==> src/rtl/clock_pkg.sv <==
// Shared encodings for the 12-hour clock set controller.
// Mode codes and BCD field limits.
package clock_pkg;

  localparam logic [1:0] MODE_RUN      = 2'd0;
  localparam logic [1:0] MODE_SET_HOUR = 2'd1;
  localparam logic [1:0] MODE_SET_MIN  = 2'd2;
  localparam logic [1:0] MODE_SET_SEC  = 2'd3;

  localparam logic [7:0] HOUR_MAX   = 8'h11;
  localparam logic [7:0] MINSEC_MAX = 8'h59;

endpackage

==> src/rtl/clock_set_ctrl_if.sv <==
// Key, live-time and shadow-time bundle between
// the set controller and the counter chain / display.
interface clock_set_ctrl_if;

  logic       key_mode;
  logic       key_inc;
  logic [3:0] cur_sec_1;
  logic [3:0] cur_sec_2;
  logic [3:0] cur_min_1;
  logic [3:0] cur_min_2;
  logic [3:0] cur_hour_1;
  logic [3:0] cur_hour_2;
  logic       cnt_en;
  logic       load;
  logic [3:0] set_sec_1;
  logic [3:0] set_sec_2;
  logic [3:0] set_min_1;
  logic [3:0] set_min_2;
  logic [3:0] set_hour_1;
  logic [3:0] set_hour_2;
  logic [1:0] mode;
  logic       blink_on;

  modport master (
    output key_mode, key_inc,
    output cur_sec_1, cur_sec_2,
    output cur_min_1, cur_min_2,
    output cur_hour_1, cur_hour_2,
    input  cnt_en, load, mode, blink_on,
    input  set_sec_1, set_sec_2,
    input  set_min_1, set_min_2,
    input  set_hour_1, set_hour_2
  );

  modport slave (
    input  key_mode, key_inc,
    input  cur_sec_1, cur_sec_2,
    input  cur_min_1, cur_min_2,
    input  cur_hour_1, cur_hour_2,
    output cnt_en, load, mode, blink_on,
    output set_sec_1, set_sec_2,
    output set_min_1, set_min_2,
    output set_hour_1, set_hour_2
  );

endinterface

==> src/rtl/bcd_field_inc.sv <==
// Two-digit BCD +1 with wrap to 00 past max_i.
// No carry out: fields are edited independently.
module bcd_field_inc (
  input  logic [3:0] tens_i,
  input  logic [3:0] ones_i,
  input  logic [7:0] max_i,
  output logic [3:0] tens_o,
  output logic [3:0] ones_o
);

  // wrapped increment of one field
  always_comb begin
    tens_o = tens_i;
    ones_o = ones_i + 4'd1;
    if ({tens_i, ones_i} == max_i) begin
      tens_o = 4'd0;
      ones_o = 4'd0;
    end else if (ones_i >= 4'd9) begin
      tens_o = tens_i + 4'd1;
      ones_o = 4'd0;
    end
  end

endmodule

==> src/rtl/clock_set_ctrl.sv <==
// Mode / time-set controller for the BCD clock:
// 1 Hz tick, shadow-time editing, commit load pulse.
module clock_set_ctrl
  import clock_pkg::*;
#(
  parameter int CLK_DIV   = 50_000_000,
  parameter int BLINK_DIV = 25_000_000,
  parameter int TIMEOUT_S = 10
) (
  input  logic              clk,
  input  logic              rst_n,
  clock_set_ctrl_if.slave   bus
);

  localparam logic [2:0] ST_RUN    = 3'd0;
  localparam logic [2:0] ST_HOUR   = 3'd1;
  localparam logic [2:0] ST_MIN    = 3'd2;
  localparam logic [2:0] ST_SEC    = 3'd3;
  localparam logic [2:0] ST_COMMIT = 3'd4;

  localparam int DW = (CLK_DIV > 1) ? $clog2(CLK_DIV) : 1;
  localparam int BW = $clog2(BLINK_DIV) + 1;
  localparam int TW = $clog2(TIMEOUT_S) + 1;

  localparam logic [DW-1:0] DIV_LAST = DW'(CLK_DIV - 1);
  localparam logic [BW-1:0] BLK_LAST = BW'(BLINK_DIV - 1);
  localparam logic [TW-1:0] TO_LAST  = TW'(TIMEOUT_S - 1);

  logic [2:0]    state_q, state_d;
  logic          mkey_q, ikey_q;
  logic [DW-1:0] div_q, div_d;
  logic [BW-1:0] blk_q, blk_d;
  logic          blink_q, blink_d;
  logic [TW-1:0] to_q, to_d;
  logic [7:0]    hour_q, hour_d;
  logic [7:0]    min_q, min_d;
  logic [7:0]    sec_q, sec_d;

  logic       mode_edge, inc_edge;
  logic       in_set, wrap, timeout;
  logic [7:0] hour_nx, min_nx, sec_nx;

  assign mode_edge = bus.key_mode & ~mkey_q;
  assign inc_edge  = bus.key_inc & ~ikey_q;
  assign in_set    = (state_q == ST_HOUR) |
                     (state_q == ST_MIN) |
                     (state_q == ST_SEC);
  assign wrap      = (div_q == DIV_LAST);
  assign timeout   = in_set & wrap &
                     ~mode_edge & ~inc_edge &
                     (to_q == TO_LAST);

  bcd_field_inc u_hour_inc (
    .tens_i (hour_q[7:4]),
    .ones_i (hour_q[3:0]),
    .max_i  (HOUR_MAX),
    .tens_o (hour_nx[7:4]),
    .ones_o (hour_nx[3:0])
  );

  bcd_field_inc u_min_inc (
    .tens_i (min_q[7:4]),
    .ones_i (min_q[3:0]),
    .max_i  (MINSEC_MAX),
    .tens_o (min_nx[7:4]),
    .ones_o (min_nx[3:0])
  );

  bcd_field_inc u_sec_inc (
    .tens_i (sec_q[7:4]),
    .ones_i (sec_q[3:0]),
    .max_i  (MINSEC_MAX),
    .tens_o (sec_nx[7:4]),
    .ones_o (sec_nx[3:0])
  );

  // mode FSM and shadow-time editing
  always_comb begin
    state_d = state_q;
    hour_d  = hour_q;
    min_d   = min_q;
    sec_d   = sec_q;
    unique case (1'b1)
      (state_q == ST_RUN): begin
        if (mode_edge) begin
          state_d = ST_HOUR;
          hour_d  = {bus.cur_hour_2, bus.cur_hour_1};
          min_d   = {bus.cur_min_2, bus.cur_min_1};
          sec_d   = {bus.cur_sec_2, bus.cur_sec_1};
        end
      end
      (state_q == ST_HOUR): begin
        if (mode_edge)     state_d = ST_MIN;
        else if (inc_edge) hour_d  = hour_nx;
        else if (timeout)  state_d = ST_RUN;
      end
      (state_q == ST_MIN): begin
        if (mode_edge)     state_d = ST_SEC;
        else if (inc_edge) min_d   = min_nx;
        else if (timeout)  state_d = ST_RUN;
      end
      (state_q == ST_SEC): begin
        if (mode_edge)     state_d = ST_COMMIT;
        else if (inc_edge) sec_d   = sec_nx;
        else if (timeout)  state_d = ST_RUN;
      end
      (state_q == ST_COMMIT): state_d = ST_RUN;
      default:                state_d = ST_RUN;
    endcase
  end

  // tick divider, blink phase and idle timeout
  always_comb begin
    div_d   = div_q + DW'(1);
    blk_d   = blk_q;
    blink_d = blink_q;
    to_d    = to_q;
    if (state_q == ST_COMMIT || wrap) div_d = '0;
    if (!in_set) begin
      blk_d   = '0;
      blink_d = 1'b1;
    end else if (blk_q == BLK_LAST) begin
      blk_d   = '0;
      blink_d = ~blink_q;
    end else begin
      blk_d   = blk_q + BW'(1);
    end
    if (!in_set || mode_edge || inc_edge) to_d = '0;
    else if (wrap) to_d = timeout ? '0 : to_q + TW'(1);
  end

  // state registers, key history resets high
  always_ff @(posedge clk) begin
    if (!rst_n) begin
      state_q <= ST_RUN;
      mkey_q  <= 1'b1;
      ikey_q  <= 1'b1;
      div_q   <= '0;
      blk_q   <= '0;
      blink_q <= 1'b1;
      to_q    <= '0;
      hour_q  <= '0;
      min_q   <= '0;
      sec_q   <= '0;
    end else begin
      state_q <= state_d;
      mkey_q  <= bus.key_mode;
      ikey_q  <= bus.key_inc;
      div_q   <= div_d;
      blk_q   <= blk_d;
      blink_q <= blink_d;
      to_q    <= to_d;
      hour_q  <= hour_d;
      min_q   <= min_d;
      sec_q   <= sec_d;
    end
  end

  // mode code seen by the display; COMMIT reads as RUN
  always_comb begin
    bus.mode = MODE_RUN;
    unique case (1'b1)
      (state_q == ST_HOUR): bus.mode = MODE_SET_HOUR;
      (state_q == ST_MIN):  bus.mode = MODE_SET_MIN;
      (state_q == ST_SEC):  bus.mode = MODE_SET_SEC;
      default:              bus.mode = MODE_RUN;
    endcase
  end

  assign bus.cnt_en     = (state_q == ST_RUN) & wrap;
  assign bus.load       = (state_q == ST_COMMIT);
  assign bus.blink_on   = blink_q;
  assign bus.set_hour_1 = hour_q[3:0];
  assign bus.set_hour_2 = hour_q[7:4];
  assign bus.set_min_1  = min_q[3:0];
  assign bus.set_min_2  = min_q[7:4];
  assign bus.set_sec_1  = sec_q[3:0];
  assign bus.set_sec_2  = sec_q[7:4];

endmodule
==> src/flat_wrapper.sv <==
// flat-port wrapper written by rule: the top's interface ports become plain ports
module clock_set_ctrl_flat import clock_pkg::*;
#(
  parameter int CLK_DIV   = 50_000_000,
  parameter int BLINK_DIV = 25_000_000,
  parameter int TIMEOUT_S = 10
)
  (clk, rst_n, bus_key_mode, bus_key_inc, bus_cur_sec_1, bus_cur_sec_2, bus_cur_min_1, bus_cur_min_2, bus_cur_hour_1, bus_cur_hour_2, bus_cnt_en, bus_load, bus_mode, bus_blink_on, bus_set_sec_1, bus_set_sec_2, bus_set_min_1, bus_set_min_2, bus_set_hour_1, bus_set_hour_2);
  clock_set_ctrl_if bus_i ();
  input  logic clk;
  input  logic rst_n;
  input wire logic [$bits(bus_i.key_mode)-1:0] bus_key_mode;
  input wire logic [$bits(bus_i.key_inc)-1:0] bus_key_inc;
  input wire logic [$bits(bus_i.cur_sec_1)-1:0] bus_cur_sec_1;
  input wire logic [$bits(bus_i.cur_sec_2)-1:0] bus_cur_sec_2;
  input wire logic [$bits(bus_i.cur_min_1)-1:0] bus_cur_min_1;
  input wire logic [$bits(bus_i.cur_min_2)-1:0] bus_cur_min_2;
  input wire logic [$bits(bus_i.cur_hour_1)-1:0] bus_cur_hour_1;
  input wire logic [$bits(bus_i.cur_hour_2)-1:0] bus_cur_hour_2;
  output wire logic [$bits(bus_i.cnt_en)-1:0] bus_cnt_en;
  output wire logic [$bits(bus_i.load)-1:0] bus_load;
  output wire logic [$bits(bus_i.mode)-1:0] bus_mode;
  output wire logic [$bits(bus_i.blink_on)-1:0] bus_blink_on;
  output wire logic [$bits(bus_i.set_sec_1)-1:0] bus_set_sec_1;
  output wire logic [$bits(bus_i.set_sec_2)-1:0] bus_set_sec_2;
  output wire logic [$bits(bus_i.set_min_1)-1:0] bus_set_min_1;
  output wire logic [$bits(bus_i.set_min_2)-1:0] bus_set_min_2;
  output wire logic [$bits(bus_i.set_hour_1)-1:0] bus_set_hour_1;
  output wire logic [$bits(bus_i.set_hour_2)-1:0] bus_set_hour_2;
  assign bus_i.key_mode = bus_key_mode;
  assign bus_i.key_inc = bus_key_inc;
  assign bus_i.cur_sec_1 = bus_cur_sec_1;
  assign bus_i.cur_sec_2 = bus_cur_sec_2;
  assign bus_i.cur_min_1 = bus_cur_min_1;
  assign bus_i.cur_min_2 = bus_cur_min_2;
  assign bus_i.cur_hour_1 = bus_cur_hour_1;
  assign bus_i.cur_hour_2 = bus_cur_hour_2;
  assign bus_cnt_en = bus_i.cnt_en;
  assign bus_load = bus_i.load;
  assign bus_mode = bus_i.mode;
  assign bus_blink_on = bus_i.blink_on;
  assign bus_set_sec_1 = bus_i.set_sec_1;
  assign bus_set_sec_2 = bus_i.set_sec_2;
  assign bus_set_min_1 = bus_i.set_min_1;
  assign bus_set_min_2 = bus_i.set_min_2;
  assign bus_set_hour_1 = bus_i.set_hour_1;
  assign bus_set_hour_2 = bus_i.set_hour_2;
  clock_set_ctrl #(.CLK_DIV(CLK_DIV), .BLINK_DIV(BLINK_DIV), .TIMEOUT_S(TIMEOUT_S)) u_core (.clk(clk), .rst_n(rst_n), .bus(bus_i));
endmodule
==> config.mk <==
export PLATFORM = sky130hd
export DESIGN_NAME = clock_set_ctrl_flat
export DESIGN_NICKNAME = d
export VERILOG_FILES = /design/src/rtl/clock_pkg.sv /design/src/rtl/clock_set_ctrl_if.sv /design/src/rtl/bcd_field_inc.sv /design/src/rtl/clock_set_ctrl.sv /design/src/flat_wrapper.sv
export SDC_FILE = /design/constraint.sdc
export NUM_CORES = 1
export LEC_CHECK = 0
export ABC_CLOCK_PERIOD_IN_PS = 4200
export CELL_PAD_IN_SITES_DETAIL_PLACEMENT = 0
export CELL_PAD_IN_SITES_GLOBAL_PLACEMENT = 1
export CORE_UTILIZATION = 45
export CTS_CLUSTER_SIZE = 24
export DETAILED_ROUTE_END_ITERATION = 16
export MAX_ROUTING_LAYER = met4
export PLACE_DENSITY = 0.84
export SLEW_MARGIN = 30
export SYNTH_ARGS = -nofsm -noshare
export SYNTH_HDL_FRONTEND = slang
export SYNTH_SLANG_ARGS = --single-unit
==> constraint.sdc <==
create_clock -name clk -period 4.2 [get_ports clk]
set_input_delay 0.63 -clock clk [delete_from_list [all_inputs] [get_ports clk]]
set_output_delay 0.63 -clock clk [all_outputs]
set_load 0.03 [all_outputs]
== Word level (Yosys, flattened, before mapping) ==
Index checks and enable logic that the tools add are counted.
Word-level totals
  output and inout bits: 29
  bits in registers: 87
  logic and storage cells: 112
Cells by class
  equal/unequal tests: 20
  muxes and demuxes: 33
  add/subtract/negate cells: 9
  reduce and logical (&&, ||, !) cells: 18
  bitwise operators: 16
  order comparisons: 3
Operators with widths (count)
  8-bit two-way mux: 9
  26-bit by 1-bit adder with 26-bit output (second input constant): 2
  4-bit two-way mux: 12
  8-bit case mux with 2 select lines: 3
  26-bit by 25-bit == test with 1-bit output (second input constant): 1
  26-bit == test (second input constant): 1
  4-bit by 1-bit adder with 4-bit output (second input constant): 6
  3-bit two-way mux: 6
  8-bit by 7-bit == test with 1-bit output (second input constant): 2
  5-bit AND reduction: 3
  4-bit >= comparator (second input constant): 3
  3-bit case mux with 4 select lines: 1
  4-bit AND reduction: 3
  3-bit inequality test (second input constant): 3
  8-bit by 5-bit == test with 1-bit output (second input constant): 1
  2-bit by 1-bit inequality test with 1-bit output (second input constant): 4
  1-bit bitwise AND: 7
  1-bit NOT: 7
  3-bit by 2-bit == test with 1-bit output (second input constant): 2
  2-bit inequality test (second input constant): 3
  2-bit case mux with 3 select lines: 1
  2-bit nonzero test: 3
  5-bit by 1-bit adder with 5-bit output (second input constant): 1
  5-bit by 4-bit == test with 1-bit output (second input constant): 1
  other kinds (10): 14

== Depth between registers and ports, before layout ==
  word-level depth: 11
  mapped depth: 7

== Cells and area by module ==
Synthesis repeated with hierarchy kept, for this count alone.
Second synthesis, totals
  cell total of the unflattened synthesis: 617
  area total of the unflattened synthesis: 5335.1 um^2
By module, submodules not included
  clock_set_ctrl: cells each 491, area an instance 4344.2 um^2, instances 1
  bcd_field_inc: cells each 42, area an instance 330.3 um^2, instances 3

== Worst setup path before layout ==
Ideal clock, no wire load.
  path type: register to output
  from: reg u_core.div_q[0]
  to: out bus_cnt_en
  path slack: 1.446 ns
  arrival time: 2.124 ns
  stages on the path, launching flop included: 6
  required time: 3.570 ns
  cell sequence: dfxtp_1 ha_1 and2_1 nand4_1 or3_1 nor4_1
On the way
  longest elaborated chain between the ends: 2
RTL lines
  start: declaration: RTL line clock_set_ctrl.sv:31  | logic [DW-1:0] div_q, div_d;
  start signal: assignment: RTL line clock_set_ctrl.sv:149  | div_q <= div_d;
  26-bit == test: RTL line clock_set_ctrl.sv:48  | assign wrap = (div_q == DIV_LAST);
  1-bit bitwise AND: RTL line clock_set_ctrl.sv:170  | assign bus.cnt_en = (state_q == ST_RUN) & wrap;
  end: declaration: RTL line flat_wrapper.sv:20  | output wire logic [$bits(bus_i.cnt_en)-1:0] bus_cnt_en;
No other way between the ends.

== Final worst setup path ==
Same ends and word-level chain as after synthesis.

==> impl_metrics.toml <==
[sta]
fin_worst_skew_ns = 0.0127
fin_crit_ns = 3.34
tightest_slew_ns = 0.773
fin_crit_sh = 0.794
whs_ns = 0.452
setup_viol = 0
slew_violations = 0
grt_setup_unrepaired = "false"
max_freq_ghz = 0.300
max-slew-margin-rel = 0.483
setup_tns_ns = 0
hold_viol = 0

[setup_path]
crit_path_start_kind = "register"
required_ns = 3.57
r2r-start = "u_core.blk_q[0]$_SDFF_PP0_"
ff2ff_path_depth = 5
r2r_slack_ns = 1.82
crit_cells = 6
critPathMaxFanout = 4
cp_top_family = "simple AND/OR/NAND/NOR gates"
startpoint = "u_core.div_q[0]$_SDFF_PP0_"
crit_end = "bus_cnt_en"
crit_path_max_incr_delay_ns = 0.74
crit_arrival_ns = 2.71
critPathKind = "register to primary output"
cp_cell_sequence = "ha_1 -> and2_1 -> nand4_1 -> or3_1 -> nor4_1 -> clkdlybuf4s50_1"
end_kind = "primary output"
cp_num_buf_inv = 1
timing.rr.end = "u_core.blk_q[4]$_SDFF_PP0_"
cpMaxStageDelayCell = "clkdlybuf4s50_1"

[flow_run]
maxCapViolCount = 0

[floorplan]
fp.coreArea_mm2 = 0.00977
dieArea_mm2 = 0.0105
start_util = 0.463
num_rows = 36
fp.dieW_um = 102
ios = 57
dieHeight_um = 102

[cts]
cts_tree = "done"
clk_pin_slew_ns = 0.09
cts_sinks = 87
cts.repair.resized = 0
max-clock-path-buffers = 2
ctsHoldBuffers = 0
post_cts_buffers = 0
cts-root-buf = "clkbuf_8"
clkLatencyLatePin_ns = 0.36
cts-htree-levels = 3
cts_buffers = 9

[final_layout]
synthToLayoutAreaGrowth_pct = 19.9
nets = 651
layout-drive-gt1-share = 0.0608
diodes = 0

[drt]
first_iter_violations = 175
drc = 0
viasPerCell = 5.39
drt-pass1-iter-count = 4
ant_nets = 0
wire_per_inst_um = 13.7
vias = 4000
drt-total-wl_um = 10200

[pwr]
power.density_mw_per_mm2 = 309
power_w = 0.00168
p_leak_nw = 1.78
peakVddDrop_mv = 0.202

[synth]
ys_seq_area_frac = 0.385
async_flop_share = 0
ys_types = 56
ys_warn_count = 0
syn_area_mm2 = 0.00453
netlist_instances = 552
synth-seq-cells = 87
synth-edff-count = 0
synth_fp_nets = 599
dominantRegCellSynth = "dfxtp_1"
syn_area_per_cell_um2 = 8.20

[hold_path]
hp-class = "register to register"

[global_route]
grt_overflow_total = 0
grt_use_total = 0.207
grt_pass1_vias = 3528
grt_pass1_wl_um = 16700
grt_max_degree = 26
antenna_found_initial = 0

[placement]
numPortBuffers = 56
dp_hpwl_um = 7260
globalplace.congestion = 0.849

[run_status]
status = "finished clean"
==> logic make-up after synthesis <==
| family | Yosys count | share of synthesized area |
|---|---|---|
| flops | 87 | 0.385 |
| simple gates | 260 | 0.296 |
| buf+inv | 39 | 0.0351 |
| fa+ha+maj | 19 | 0.0525 |
| xor+xnor | 49 | 0.0948 |
| compound gates | 98 | 0.137 |
==> report_power, final <==
group / switching [W] / total (W) / internal, W
Combinational: 0.0000911 / 0.000167 / 0.0000758
Sequential: 0.0000225 / 0.000863 / 0.000841
Clock: 0.000310 / 0.000647 / 0.000337
==> per-layer routing <==
| layer | track usage | vias to the layer above | share of wire |
|---|---|---|---|
| met2 | 0.322 | 69 | 0.46 |
| met1 | 0.275 | 1858 | 0.50 |
| met4 | 0.0626 | 0 | 0.011 |
| met3 | 0.0349 | 7 | 0.029 |
| li1 | - | 2066 | - |
| met5 | - | - | 0 |
==> cell usage after synthesis (4+ instances only) <==
library cell	number	area (um2)
dfxtp_1	87	1740
nor2_1	86	323
nand2_1	40	150
xnor2_1	32	280
a21oi_1	31	155
nand3_1	28	140
inv_1	23	86.3
o21ai_0	20	100
ha_1	19	238
xor2_1	17	149
nor3_1	15	75.1
nor4_1	14	87.6
clkbuf_1	11	41.3
nand4_1	11	68.8
nand2b_1	8	50.1
or3_1	7	43.8
a31oi_1	6	37.5
a211oi_1	5	37.5
a21boi_0	5	37.5
and3_1	5	31.3
nor2b_1	5	31.3
nor3b_1	5	37.5
or2_2	5	31.3
a22oi_1	4	30.0
a32oi_1	4	35.0
and2_1	4	25.0
buf_2	4	20.0
o22ai_1	4	25.0
or4_1	4	30.0
==> per-stage QoR <==
| step | setup slack (ns) | std cells | utilization | instance area, um2 |
|---|---|---|---|---|
| 3_5_place_dp | 1.30 | 726 | 0.532 | 5200 |
| 5_1_grt | 0.604 | 742 | 0.555 | 5430 |
| 4_1_cts | 0.864 | 742 | 0.554 | 5420 |
| 6_report | 0.863 | 742 | 0.555 | 5430 |
| 3_3_place_gp | 1.28 | 726 | 0.531 | 5190 |
| 2_1_floorplan | 1.45 | 552 | - | 4530 |
==> state kept, by name, summed over array words and instances (netlist names) <==
signal               cells
u_core.min_q             8
u_core.blk_q            26
u_core.sec_q             8
u_core.ikey_q            1
u_core.bus.blink_on      1
u_core.state_q           3
u_core.to_q              5
u_core.hour_q            8
u_core.div_q            26
u_core.mkey_q            1
==> cells in the final DEF, fill, tap and decap left out, types with 17 or more instances in the layout <==
cell type,count
ha_1,19
nor2_1,86
nand3_1,27
xnor2_1,32
o21ai_0,20
dfxtp_1,87
xor2_1,17
inv_1,23
nand2_1,40
a21oi_1,31
clkdlybuf4s50_1,56
==> final cells by class <==
type	instances	area (um2)
Multi-Input combinational cell	426	2650
Clock buffer	9	124
Tap cell	133	166
Clock inverter	7	95.1
Inverter	23	86.3
Fill cell	952	4350
Timing Repair Buffer	57	568
Sequential cell	87	1740
==> how the worst min path moves through the flow <==
stage	cells past startpoint	from	slack, ns	endpoint
6_report	1	u_core.div_q[0]$_SDFF_PP0_	0.45	u_core.div_q[0]$_SDFF_PP0_
5_1_grt	1	u_core.div_q[0]$_SDFF_PP0_	0.50	u_core.div_q[0]$_SDFF_PP0_
4_1_cts	1	u_core.div_q[0]$_SDFF_PP0_	0.46	u_core.div_q[0]$_SDFF_PP0_
3_5_place_dp	1	u_core.div_q[0]$_SDFF_PP0_	0.44	u_core.div_q[0]$_SDFF_PP0_
3_3_place_gp	1	u_core.div_q[0]$_SDFF_PP0_	0.43	u_core.div_q[0]$_SDFF_PP0_
2_1_floorplan	1	u_core.div_q[0]$_SDFF_PP0_	0.42	u_core.div_q[0]$_SDFF_PP0_
No activity file was read; power rests on OpenSTA's default activity.
